$ cat src/rtl/muldiv_sched.sv
// Two-port arbiter/sequencer sharing one iterative mul/div engine.
// Define MULDIV_SCHED_CACHE_EN to add a one-entry result cache.
module muldiv_sched #(
    parameter int XLEN        = 32,
    parameter int TIMEOUT_CYC = 64,
    parameter int CNT_W       = 7
) (
    input  logic            clk_i,
    input  logic            rst_ni,
    input  logic            flush_i,

    input  logic            p0_valid_i,
    output logic            p0_ready_o,
    input  logic [2:0]      p0_op_i,
    input  logic [XLEN-1:0] p0_a_i,
    input  logic [XLEN-1:0] p0_b_i,
    output logic            p0_rsp_valid_o,
    input  logic            p0_rsp_ready_i,
    output logic [XLEN-1:0] p0_rsp_data_o,
    output logic            p0_rsp_err_o,

    input  logic            p1_valid_i,
    output logic            p1_ready_o,
    input  logic [2:0]      p1_op_i,
    input  logic [XLEN-1:0] p1_a_i,
    input  logic [XLEN-1:0] p1_b_i,
    output logic            p1_rsp_valid_o,
    input  logic            p1_rsp_ready_i,
    output logic [XLEN-1:0] p1_rsp_data_o,
    output logic            p1_rsp_err_o,

    output logic            eng_req_o,
    output logic [2:0]      eng_op_o,
    output logic [XLEN-1:0] eng_a_o,
    output logic [XLEN-1:0] eng_b_o,
    input  logic            eng_done_i,
    input  logic [XLEN-1:0] eng_result_i,

    output logic            busy_o
);

    typedef enum logic [1:0] {
        IDLE = 2'd0,
        BUSY = 2'd1,
        RESP = 2'd2
    } state_e;

    state_e           state_q, state_d;
    logic             last_q, last_d;
    logic             owner_q, owner_d;
    logic [2:0]       op_q, op_d;
    logic [XLEN-1:0]  a_q, a_d;
    logic [XLEN-1:0]  b_q, b_d;
    logic [XLEN-1:0]  res_q, res_d;
    logic             err_q, err_d;
    logic [CNT_W-1:0] wdog_q, wdog_d;

    logic             gnt0, gnt1, gnt;
    logic             rsp_take;
    logic             hit;
    logic [2:0]       sel_op;
    logic [XLEN-1:0]  sel_a, sel_b;
    logic [XLEN-1:0]  hit_res;

    // last_q == 1 means port 1 won last, so port 0 wins the next tie
    always_comb begin
        gnt0 = 1'b0;
        gnt1 = 1'b0;
        if (state_q == IDLE && !flush_i) begin
            if (p0_valid_i && p1_valid_i) begin
                gnt0 = last_q;
                gnt1 = !last_q;
            end else begin
                gnt0 = p0_valid_i;
                gnt1 = p1_valid_i;
            end
        end
    end

    assign gnt        = gnt0 | gnt1;
    assign p0_ready_o = gnt0;
    assign p1_ready_o = gnt1;
    assign sel_op     = gnt1 ? p1_op_i : p0_op_i;
    assign sel_a      = gnt1 ? p1_a_i  : p0_a_i;
    assign sel_b      = gnt1 ? p1_b_i  : p0_b_i;
    assign rsp_take   = owner_q ? p1_rsp_ready_i : p0_rsp_ready_i;

`ifdef MULDIV_SCHED_CACHE_EN
    logic            c_vld_q, c_vld_d;
    logic [2:0]      c_op_q, c_op_d;
    logic [XLEN-1:0] c_a_q, c_a_d;
    logic [XLEN-1:0] c_b_q, c_b_d;
    logic [XLEN-1:0] c_res_q, c_res_d;

    always_comb begin
        c_vld_d = c_vld_q;
        c_op_d  = c_op_q;
        c_a_d   = c_a_q;
        c_b_d   = c_b_q;
        c_res_d = c_res_q;
        if (flush_i) begin
            c_vld_d = 1'b0;
        end else if (state_q == BUSY && eng_done_i) begin
            c_vld_d = 1'b1;
            c_op_d  = op_q;
            c_a_d   = a_q;
            c_b_d   = b_q;
            c_res_d = eng_result_i;
        end
    end

    always_ff @(posedge clk_i or negedge rst_ni) begin
        if (!rst_ni) begin
            c_vld_q <= 1'b0;
            c_op_q  <= '0;
            c_a_q   <= '0;
            c_b_q   <= '0;
            c_res_q <= '0;
        end else begin
            c_vld_q <= c_vld_d;
            c_op_q  <= c_op_d;
            c_a_q   <= c_a_d;
            c_b_q   <= c_b_d;
            c_res_q <= c_res_d;
        end
    end

    assign hit     = c_vld_q && (c_op_q == sel_op)
                     && (c_a_q == sel_a) && (c_b_q == sel_b);
    assign hit_res = c_res_q;
`else
    assign hit     = 1'b0;
    assign hit_res = '0;
`endif

    always_comb begin
        state_d = state_q;
        last_d  = last_q;
        owner_d = owner_q;
        op_d    = op_q;
        a_d     = a_q;
        b_d     = b_q;
        res_d   = res_q;
        err_d   = err_q;
        wdog_d  = wdog_q;
        unique case (state_q)
            IDLE: begin
                if (gnt) begin
                    owner_d = gnt1;
                    last_d  = gnt1;
                    op_d    = sel_op;
                    a_d     = sel_a;
                    b_d     = sel_b;
                    wdog_d  = '0;
                    if (hit) begin
                        res_d   = hit_res;
                        err_d   = 1'b0;
                        state_d = RESP;
                    end else begin
                        state_d = BUSY;
                    end
                end
            end
            BUSY: begin
                // flush beats a same-cycle done; done beats the watchdog
                if (flush_i) begin
                    state_d = IDLE;
                end else if (eng_done_i) begin
                    res_d   = eng_result_i;
                    err_d   = 1'b0;
                    state_d = RESP;
                end else if (wdog_q == CNT_W'(TIMEOUT_CYC - 1)) begin
                    res_d   = '0;
                    err_d   = 1'b1;
                    state_d = RESP;
                end else begin
                    wdog_d = wdog_q + CNT_W'(1);
                end
            end
            RESP: begin
                if (flush_i || rsp_take) begin
                    state_d = IDLE;
                end
            end
            default: state_d = IDLE;
        endcase
    end

    always_ff @(posedge clk_i or negedge rst_ni) begin
        if (!rst_ni) begin
            state_q <= IDLE;
            last_q  <= 1'b1;
            owner_q <= 1'b0;
            op_q    <= '0;
            a_q     <= '0;
            b_q     <= '0;
            res_q   <= '0;
            err_q   <= 1'b0;
            wdog_q  <= '0;
        end else begin
            state_q <= state_d;
            last_q  <= last_d;
            owner_q <= owner_d;
            op_q    <= op_d;
            a_q     <= a_d;
            b_q     <= b_d;
            res_q   <= res_d;
            err_q   <= err_d;
            wdog_q  <= wdog_d;
        end
    end

    assign busy_o    = (state_q != IDLE);
    assign eng_req_o = (state_q == BUSY);
    assign eng_op_o  = op_q;
    assign eng_a_o   = a_q;
    assign eng_b_o   = b_q;

    assign p0_rsp_valid_o = (state_q == RESP) && !owner_q;
    assign p1_rsp_valid_o = (state_q == RESP) && owner_q;
    assign p0_rsp_data_o  = p0_rsp_valid_o ? res_q : '0;
    assign p1_rsp_data_o  = p1_rsp_valid_o ? res_q : '0;
    assign p0_rsp_err_o   = p0_rsp_valid_o & err_q;
    assign p1_rsp_err_o   = p1_rsp_valid_o & err_q;

endmodule

$ cat config.mk
export PLATFORM = sky130hd
export DESIGN_NAME = muldiv_sched
export DESIGN_NICKNAME = d
export VERILOG_FILES = /design/src/rtl/muldiv_sched.sv
export SDC_FILE = /design/constraint.sdc
export NUM_CORES = 1
export LEC_CHECK = 0
export BUFFER_PORTS_ARGS = -buffer_cell sky130_fd_sc_hd__buf_2
export CORE_AREA = 2 2 123 125
export DETAILED_ROUTE_END_ITERATION = 10
export DIE_AREA = 0 0 125 127
export PLACE_DENSITY_LB_ADDON = 0.3
export SYNTH_ARGS = -nofsm -noshare
export SYNTH_HDL_FRONTEND = slang
export SYNTH_SLANG_ARGS = --single-unit
$ cat constraint.sdc
create_clock -name clk_i -period 2.27 [get_ports clk_i]
set_clock_uncertainty 0.05 [all_clocks]
set_input_delay 0.454 -clock clk_i [delete_from_list [all_inputs] [get_ports clk_i]]
set_output_delay 0.454 -clock clk_i [all_outputs]
set_load 0.01 [all_outputs]
==> results of run 1 <==
area by class of cell:
| class | count | area, um2 |
|---|---|---|
| tap | 184 | 230 |
| clock buffer | 12 | 246 |
| inverter | 1 | 3.75 |
| sequential | 111 | 2780 |
| clock inverter | 3 | 67.6 |
| antenna | 1 | 2.50 |
| multi-input combinational | 355 | 2340 |
| timing repair buffer | 322 | 1690 |
| fill | 1374 | 7060 |
logic make-up after synthesis:
family	share of synthesized area, %
muxes	12.8
buffers and inverters	3.94
adders and majority gates	0.236
DFF	52.4
and+or+nand+nor	16.3
AOI/OAI and AO/OA	14.3
layer usage:
layer  track usage [%]  up-vias  wire (um)
li1                  -     2333          -
met1              22.7     2079       5980
met2              30.3      208       7030
met3              5.61       17       1260
met4              6.86        2        255
met5                 0        -         13
power by group through the flow:
| stage | Sequential [uW] | Clock (uW) | Combinational [uW] |
|---|---|---|---|
| finish | 2800 | 1680 | 1530 |
| CTS | 2800 | 1740 | 1570 |
| global placement | 2820 | 0 | 1540 |
| detailed placement | 2820 | 0 | 1570 |
| global route | 2870 | 1830 | 1720 |
| floorplan | 2920 | 0 | 711 |
flip-flops by register name, summed over array words and instances (netlist names):
register,flops
err_q,1
state_q,2
wdog_q,7
last_q,1
eng_b_o,32
eng_op_o,3
owner_q,1
eng_a_o,32
res_q,32
per-stage QoR:
stage | instances | power, uW | setup slack, ns
after CTS | 988 | 6100 | 0.105
after global routing | 988 | 6420 | 0.00812
after global placement | 972 | 4360 | 0.429
final | 989 | 6010 | 0.141
after floorplan | 504 | 3630 | 0.425
after detailed placement | 972 | 4390 | 0.371
synthesized netlist by cell type, types with 4 or more instances:
cell type | count | area share [%]
sky130_fd_sc_hd__buf_4 | 5 | 0.71
sky130_fd_sc_hd__nand3_1 | 5 | 0.47
sky130_fd_sc_hd__dfrtp_1 | 110 | 52
sky130_fd_sc_hd__buf_2 | 8 | 0.75
sky130_fd_sc_hd__a31oi_1 | 4 | 0.47
sky130_fd_sc_hd__nand2_1 | 78 | 5.5
sky130_fd_sc_hd__buf_6 | 5 | 1.1
sky130_fd_sc_hd__and2_1 | 67 | 7.9
sky130_fd_sc_hd__a22o_1 | 32 | 5.3
sky130_fd_sc_hd__clkbuf_1 | 17 | 1.2
sky130_fd_sc_hd__o21ai_0 | 40 | 3.8
sky130_fd_sc_hd__o21ai_1 | 32 | 3.0
sky130_fd_sc_hd__mux2i_1 | 68 | 13
sky130_fd_sc_hd__a21oi_1 | 4 | 0.38
timing repair:
item | CTS | global route
hold buffers | 1 | 0
hold endpoints to repair | 24 | 0
setup buffers | 0 | 0
final timing paths:
check | start | end | depth (start not counted)
setup / recovery | state_q[0] | p1_rsp_data_o[31] | 4
hold / removal | eng_result_i[23] | res_q[23] | 2
setup reg to reg | state_q[0] | eng_b_o[21] | 5
hold reg to reg | eng_b_o[22] | eng_b_o[22] | 2
max in group asynchronous | rst_ni | eng_b_o[15] | 3
min in group asynchronous | rst_ni | res_q[9] | 2
==> metrics, run 1 <==
pin count of the biggest net entering global routing 137; final net count 975; clock edge transition at the registers on the reported setup and hold paths 0.07 ns; final core utilization 51.0%; Hold/Removal Path Class primary input to flip-flop; CTS Sinks 111; final instance area 7360 um2; number of setup violations in the final report 0; main flop type after synthesis sky130_fd_sc_hd__dfrtp_1; number of buffers on the longest clock path 2; height of the die 127 um; Netlist cell types 37; crit-path max FO 34; final global-route overflow total 0; initial drt markers 175; final weighted congestion in routability-driven placement 0.761; Netlist Area Pre-Place 5310 um2; Std-Cell Core Area 14,400 um2; proportion of layout cells with a drive suffix above 1 43.2%; part of the total power dissipated in sequential elements 46.6%; standard-cell row count 44; Comb power frac 25.5%; sequential area share after synthesis 52.4%; leakage power total 0.00433 uW; post-synth net total 679; share of synthesized flip-flops with an asynchronous set or reset 100%; first-pass GRT wire length 23,300 um; HPWL reported at the end of detailed placement 11,100 um; Pins Over Slew Limit 0; P_int 4210 uW; per-instance average area after synthesis 10.5 um2; number of remaining DRC errors 0; horizontal extent of the die 125 um; count of endpoints failing hold in the final timing report 0; commonest non-fill, non-tap cell in the layout sky130_fd_sc_hd__buf_2; final period utilization 93.8%; number of enable-type register cells in the synthesized netlist 0; net switching power 1790 uW; number of port buffers 312; pwr dens 816 nW/um2; post-layout minimum cycle time 2.13 ns; critical path's slowest cell sky130_fd_sc_hd__dfrtp_1; I/O pin total 313; buffer and inverter count on the worst path 2; vias per inst 4.69; number of register bits inferred by synthesis 111; initial antenna violation count 2; H-tree levels 3; Initial Utilization 36.8%; WL/cell 14.7 um; total of cells resized after clock tree synthesis 0; leading cell types in the layout, fill and taps excluded sky130_fd_sc_hd__buf_2, sky130_fd_sc_hd__dfrtp_1, sky130_fd_sc_hd__nand2_1; routed vias 4,639; sum of negative setup slack 0 ns; count of max-cap constraint violations 0; crit start category flip-flop; Global Route Usage Sum 18.3%; number of instances in the synthesized netlist 504; type of destination of the critical path primary output; Total Wirelength 14,500 um; Critical Path RT 1.77 ns; Inserted Clock Buffers 9; crit-path max cell delay 0.45 ns; TritonCTS clock tree built; setup repair after global routing missed its margin no; CP delay by family, top flip-flops; tightest hold margin 0.280 ns; Root Buffer Master sky130_fd_sc_hd__clkbuf_16; category of the critical setup timing path flip-flop to primary output; clock latency on the worst-skew pair 0.34 ns; Sw Ratio 29.8%; arrival time at the worst endpoint 1.63 ns; count of yosys warnings during synthesis 0; Clock Power Share 27.9%; worst vdd rail ir drop 379 uV; via count of the first global-routing pass 4,498; minimum setup slack among reg-to-reg paths 0.46 ns; run status completed; area of the die 15,900 um2; ANT nets after route 0; Highest Clock Rate 470 MHz; area of placed instances 7040 um2; Least-Margin Pin Slew 0.528 ns; tightest slew margin relative to the limit 64.8%; area added between synthesis and finish 38.8%; number of optimization iterations in the first detailed-route pass 4; cell-by-cell listing of the critical path and3b_1 -> buf_4 -> and2_1 -> buf_2
No activity file was read; power rests on OpenSTA's default activity.
==> run 2: changes to the inputs <==
- PLACE_DENSITY: default -> 0.67
- PLACE_DENSITY_LB_ADDON: 0.3 -> default
==> run 2 against run 1 <==
- final cell count grew 0.10%
- highest routed layer unchanged
- core utilization shrank 0.12 points
- clock power shrank 5%
- combinational power is essentially flat
- power shrank 1.0%
- sequential power is essentially flat
- design area shrank 0.24%
- first-iteration DRC count shrank 5.7%
- register-to-register slack lost 0.05 ns
- largest power group unchanged
- critical endpoint is now p0_ready_o
- non-clock buffer count grew 1
- sequential share of layout area grew 0.090 points
- maximum frequency grew 0.39%
==> metrics, run 2 (synthesized netlist as in run 1, its figures left out) <==
crit-path max FO 7 (-79%); Inserted Clock Buffers 9 (unchanged); type of destination of the critical path primary output; Least-Margin Pin Slew 0.720 ns (+0.192 ns); P_int 4110 uW (-2.5%); Critical Path RT 1.77 ns (about the same); leakage power total 0.00433 uW (about the same); pwr dens 809 nW/um2 (-0.76%); final period utilization 93.4% (-0.37 points); TritonCTS clock tree built; crit-path max cell delay 0.45 ns (about the same); arrival time at the worst endpoint 1.62 ns (about the same); clock edge transition at the registers on the reported setup and hold paths 0.07 ns (about the same); Hold-fix buffers, CTS 0 (-1); count of endpoints failing hold in the final timing report 0 (unchanged); net switching power 1840 uW (+2.6%); critical path's slowest cell sky130_fd_sc_hd__dfrtp_1; post-layout minimum cycle time 2.12 ns (-0.00832 ns); setup repair after global routing missed its margin no; final global-route overflow total 0 (unchanged); leading cell types in the layout, fill and taps excluded sky130_fd_sc_hd__buf_2, sky130_fd_sc_hd__dfrtp_1, sky130_fd_sc_hd__nand2_1; standard-cell row count 44 (unchanged); cell-by-cell listing of the critical path nor3_2 -> and3_1 -> buf_2; HPWL reported at the end of detailed placement 11,800 um (+6.2%); area added between synthesis and finish 38.5%; category of the critical setup timing path flip-flop to primary output; path depth of the worst reg2reg path 5 (unchanged); Pins Over Slew Limit 0 (unchanged); CP delay by family, top simple AND/OR/NAND/NOR gates; number of standard cells in the final layout excluding fillers 990 (+0.10%); final worst setup slack 0.149 ns (+0.00832 ns); number of gates on the worst path with buffers counted 3 (-1); initial drt markers 165 (-5.7%); ANT nets after route 0 (unchanged); Std-Cell Core Area 14,400 um2 (unchanged); horizontal extent of the die 125 um (unchanged); CTS Sinks 111 (unchanged); clock latency on the worst-skew pair 0.35 ns (about the same); count of max-cap constraint violations 0 (unchanged); Fillers 1,397 (+1.7%); crit start category flip-flop; number of remaining DRC errors 0 (unchanged); proportion of layout cells with a drive suffix above 1 43.5% (+0.39 points); area of the die 15,900 um2 (unchanged); tightest slew margin relative to the limit 52.0% (-13 points); Initial Utilization 36.8% (unchanged); Highest Clock Rate 471 MHz (+0.39%); I/O pin total 313 (unchanged); part of the total power dissipated in sequential elements 47.1% (+0.5 points); sum of negative setup slack 0 ns (unchanged); Global Route Usage Sum 19.2% (+0.90 points); height of the die 127 um (unchanged); Clock Power Share 26.8% (-1.1 points); first-pass GRT wire length 24,200 um (+4.1%); commonest non-fill, non-tap cell in the layout sky130_fd_sc_hd__buf_2; Setup WS pre-CTS 0.328 ns (-0.0429 ns); buffer and inverter count on the worst path 1 (-1); number of buffers on the longest clock path 2 (unchanged); Total Wirelength 15,100 um (+3.8%); Sw Ratio 30.9% (+1.1 points); number of port buffers 312 (unchanged); H-tree levels 3 (unchanged); worst vdd rail ir drop 471 uV (+24%); run status completed; Hold/Removal Path Class primary input to asynchronous set/reset pin; minimum setup slack among reg-to-reg paths 0.41 ns (-0.05 ns); via count of the first global-routing pass 4,577 (+1.8%); final net count 976 (+0.10%); pin count of the biggest net entering global routing 84 (-39%); vias per inst 4.77 (+1.7%); initial antenna violation count 2 (unchanged); Comb power frac 26.1% (+0.6 points); WL/cell 15.2 um (+3.6%); number of setup violations in the final report 0 (unchanged); number of inserted diodes 0 (-1); number of optimization iterations in the first detailed-route pass 4 (unchanged); routed vias 4,721 (+1.8%); Post-Place Cells 974 (+0.21%); Root Buffer Master sky130_fd_sc_hd__clkbuf_16; final weighted congestion in routability-driven placement 0.768 (+0.93%)
run 2: changes by cell type in the layout (fill, tap and decap cells not counted):
cell | before | now
sky130_fd_sc_hd__buf_4 | 6 | 7
sky130_fd_sc_hd__diode_2 | 1 | 0
sky130_fd_sc_hd__bufinv_16 | 2 | 1
sky130_fd_sc_hd__clkinv_2 | 0 | 2
sky130_fd_sc_hd__buf_6 | 0 | 2
sky130_fd_sc_hd__clkbuf_1 | 2 | 1
sky130_fd_sc_hd__buf_12 | 4 | 3
sky130_fd_sc_hd__dlygate4sd3_1 | 1 | 0
sky130_fd_sc_hd__inv_6 | 0 | 1
run 2: area by class of cell:
| class | count | area (um2) | area share [%] |
|---|---|---|---|
| sequential | 111 | 2780 | 37.8 |
| multi-input combinational | 355 | 2340 | 31.9 |
| timing repair buffer | 323 | 1690 | 23.0 |
| clock buffer | 11 | 243 | 3.30 |
| tap | 184 | 230 | 3.13 |
| clock inverter | 5 | 56.3 | 0.766 |
| inverter | 1 | 3.75 | 0.0511 |
run 2: repair_timing:
| action | 4_1_cts | 5_1_grt |
|---|---|---|
| endpoints found under the hold margin | 0 | 0 |
| resized for setup | 0 | 2 |
| setup endpoints to repair | 0 | 15 |
| setup buffers | 0 | 0 |
run 2: per-layer routing:
| metal | track usage, % | vias to the layer above | wire [um] |
|---|---|---|---|
| met3 | 9.09 | 19 | 1580 |
| met1 | 22.2 | 2156 | 5920 |
| met4 | 4.97 | 4 | 202 |
| li1 | - | 2338 | - |
| met5 | 0 | - | 27 |
| met2 | 32.4 | 204 | 7350 |
run 2: power groups by stage:
stage | clock, uW | combinational, uW | sequential [uW]
finish | 1600 | 1550 | 2800
detailed placement | 0 | 1580 | 2830
floorplan | 0 | 711 | 2920
CTS | 1660 | 1580 | 2800
global placement | 0 | 1550 | 2830
global route | 1740 | 1740 | 2880
run 2: worst paths after layout:
path | from | endpoint
setup / recovery | state_q[0] | p0_ready_o
hold / removal | rst_ni | eng_a_o[17]
setup reg to reg | state_q[0] | eng_b_o[27]
hold reg to reg | last_q | last_q
max in group asynchronous | rst_ni | last_q
min in group clk_i | eng_result_i[28] | res_q[28]
run 2: per-stage QoR:
step	cell area [um2]	utilization [%]	hold slack, ns	power, uW
2_1_floorplan	5310	-	0.108	3630
3_3_place_gp	7040	48.8	0.397	4370
3_5_place_dp	7040	48.8	0.407	4410
4_1_cts	7340	50.9	0.0137	6040
5_1_grt	7350	50.9	0.0212	6360
6_report	7350	50.9	0.00986	5950
==> run 3: changes to the inputs <==
- CORE_AREA: 2 2 123 125 -> default
- CORE_ASPECT_RATIO: default -> 0.75
- CORE_UTILIZATION: default -> 40
- DIE_AREA: 0 0 125 127 -> default
- GPL_TIMING_DRIVEN: default -> 0
- PLACE_DENSITY: 0.67 -> 0.73
- clock period: 2.27 -> 2.5 ns (I/O delays scaled with it)
==> run 3 against run 2 <==
- combinational power shrank 7%
- critical endpoint is now p0_rsp_data_o[4]
- sequential share of layout area shrank 0.46 points
- design area grew 1.2%
- via count grew 4.0%
- first-iteration DRC count shrank 9.7%
- non-clock buffer count grew 30
- routed wire length grew 3.2%
- sequential power shrank 9.3%
- clock-buffer cell count shrank 1
- clock power shrank 14%
- largest power group unchanged
==> metrics, run 3 (synthesized netlist as in run 1, its figures left out) <==
final net count 1,006 (+3.1%); Critical Path RT 1.95 ns (+0.18 ns); number of setup violations in the final report 0 (unchanged); Std-Cell Core Area 13,000 um2 (-10%); initial drt markers 149 (-9.7%); initial antenna violation count 1 (-1); tightest slew margin relative to the limit 62.8% (+11 points); Initial Utilization 40.9% (+4.1 points); setup repair after global routing missed its margin no; crit-path max FO 10 (+3); arrival time at the worst endpoint 1.84 ns (+0.22 ns); final global-route overflow total 0 (unchanged); horizontal extent of the die 135 um (+8.0%); clock edge transition at the registers on the reported setup and hold paths 0.07 ns (about the same); type of destination of the critical path primary output; Root Buffer Master sky130_fd_sc_hd__clkbuf_16; post-layout minimum cycle time 2.39 ns; I/O pin total 313 (unchanged); Fillers 1,190 (-15%); commonest non-fill, non-tap cell in the layout sky130_fd_sc_hd__buf_2; final period utilization 95.7%; TritonCTS clock tree built; flip-flop and latch area 2780 um2 (unchanged); CTS Sinks 111 (unchanged); H-tree levels 3 (unchanged); routed vias 4,910 (+4.0%); run status completed; Inserted Clock Buffers 9 (unchanged); count of endpoints failing hold in the final timing report 0 (unchanged); leakage power total 0.00438 uW (+1.3%); proportion of layout cells with a drive suffix above 1 43.8% (+0.23 points); tightest hold margin 0.0925 ns (+0.0827 ns); Total Wirelength 15,600 um (+3.2%); vias per inst 4.88 (+2.2%); Hold/Removal Path Class primary input to asynchronous set/reset pin; standard-cell row count 36 (-18%); area added between synthesis and finish 40.2%; minimum setup slack among reg-to-reg paths 0.57 ns (+0.16 ns); HPWL reported at the end of detailed placement 12,100 um (+2.9%); Least-Margin Pin Slew 0.558 ns (-0.162 ns); area of the die 13,700 um2 (-13%); number of inserted diodes 0 (unchanged); first-pass GRT wire length 23,800 um (-1.9%); Pins Over Slew Limit 0 (unchanged); number of remaining DRC errors 0 (unchanged); final weighted congestion in routability-driven placement 0.811 (+5.6%); Highest Clock Rate 418 MHz; pwr dens 720 nW/um2 (-11%); number of buffers on the longest clock path 2 (unchanged); leading cell types in the layout, fill and taps excluded sky130_fd_sc_hd__buf_2, sky130_fd_sc_hd__dfrtp_1, sky130_fd_sc_hd__nand2_1; height of the die 102 um (-20%); pin count of the biggest net entering global routing 71 (-15%); WL/cell 15.5 um (+1.5%); category of the critical setup timing path flip-flop to primary output; ANT nets after route 0 (unchanged); via count of the first global-routing pass 4,599 (+0.48%); Pwr Total 5350 uW (-10%); final core utilization 57.3% (+6.4 points); area of the multi-input gates 2340 um2 (-0.27%); number of optimization iterations in the first detailed-route pass 7 (+3); number of port buffers 312 (unchanged); crit start category flip-flop; clock latency on the worst-skew pair 0.34 ns (about the same); worst vdd rail ir drop 398 uV (-16%); count of max-cap constraint violations 0 (unchanged); Global Route Usage Sum 22.6% (+3.4 points)
run 3: cell count changes in the layout (fill, tap and decap cells not counted), moves of 2 or more:
cell	previous run	this run
sky130_fd_sc_hd__buf_1	0	3
sky130_fd_sc_hd__buf_4	7	9
sky130_fd_sc_hd__buf_6	2	5
sky130_fd_sc_hd__buf_2	311	319
sky130_fd_sc_hd__buf_12	3	0
sky130_fd_sc_hd__clkbuf_1	1	13
sky130_fd_sc_hd__clkbuf_2	0	3
run 3: metal layers:
| metal | global-route usage, % | wire length, um | vias to the layer above |
|---|---|---|---|
| li1 | - | - | 2401 |
| met1 | 28.5 | 6600 | 2302 |
| met2 | 37.8 | 7520 | 195 |
| met3 | 7.81 | 1320 | 10 |
| met4 | 4.75 | 114 | 2 |
| met5 | 0 | 13 | - |
run 3: critical path, stage by stage (launching register included):
cell	delay, ns
sky130_fd_sc_hd__dfrtp_1	0.50
sky130_fd_sc_hd__nor3b_4	0.24
sky130_fd_sc_hd__buf_4	0.14
sky130_fd_sc_hd__buf_1	0.30
sky130_fd_sc_hd__and2_1	0.19
sky130_fd_sc_hd__buf_2	0.13
run 3: worst paths after layout:
check,cells past startpoint,start,endpoint
max,5,state_q[1],p0_rsp_data_o[4]
min,1,rst_ni,res_q[24]
max reg2reg,6,wdog_q[0],res_q[12]
min reg2reg,2,last_q,last_q
max in group asynchronous,2,rst_ni,eng_a_o[1]
min in group clk_i,2,eng_result_i[10],res_q[10]
run 3: power by group:
part | switching, uW | internal [uW] | leakage, uW
Clock | 658 | 708 | 0.000135
Sequential | 285 | 2260 | 0.00139
Combinational | 760 | 683 | 0.00286
run 3: timing repair:
action,4_1_cts,5_1_grt
endpoints found under the hold margin,0,0
setup buffers,0,3
gates resized for setup,4,5
hold buffers,0,0
endpoints found under the setup margin,38,41
run 3: cell type report:
type / instances / share of cell area (%)
multi-input combinational: 355 / 31.4
timing repair buffer: 316 / 21.7
clock buffer: 10 / 3.21
clock inverter: 6 / 0.572
sequential: 111 / 37.4
inverter: 1 / 0.0505
tap: 171 / 2.88
buffer: 37 / 2.81
run 3: metrics by stage:
stage          instance area (um2)  cells  setup TNS [ns]  setup slack [ns]
6_report                      7440   1007               0             0.107
5_1_grt                       7440   1007               0          0.000132
4_1_cts                       7410   1004               0          0.000466
3_5_place_dp                  7110    988           -2.74            -0.171
3_3_place_gp                  7080    987          -48.55            -0.451
2_1_floorplan                 5310    504               0             0.609
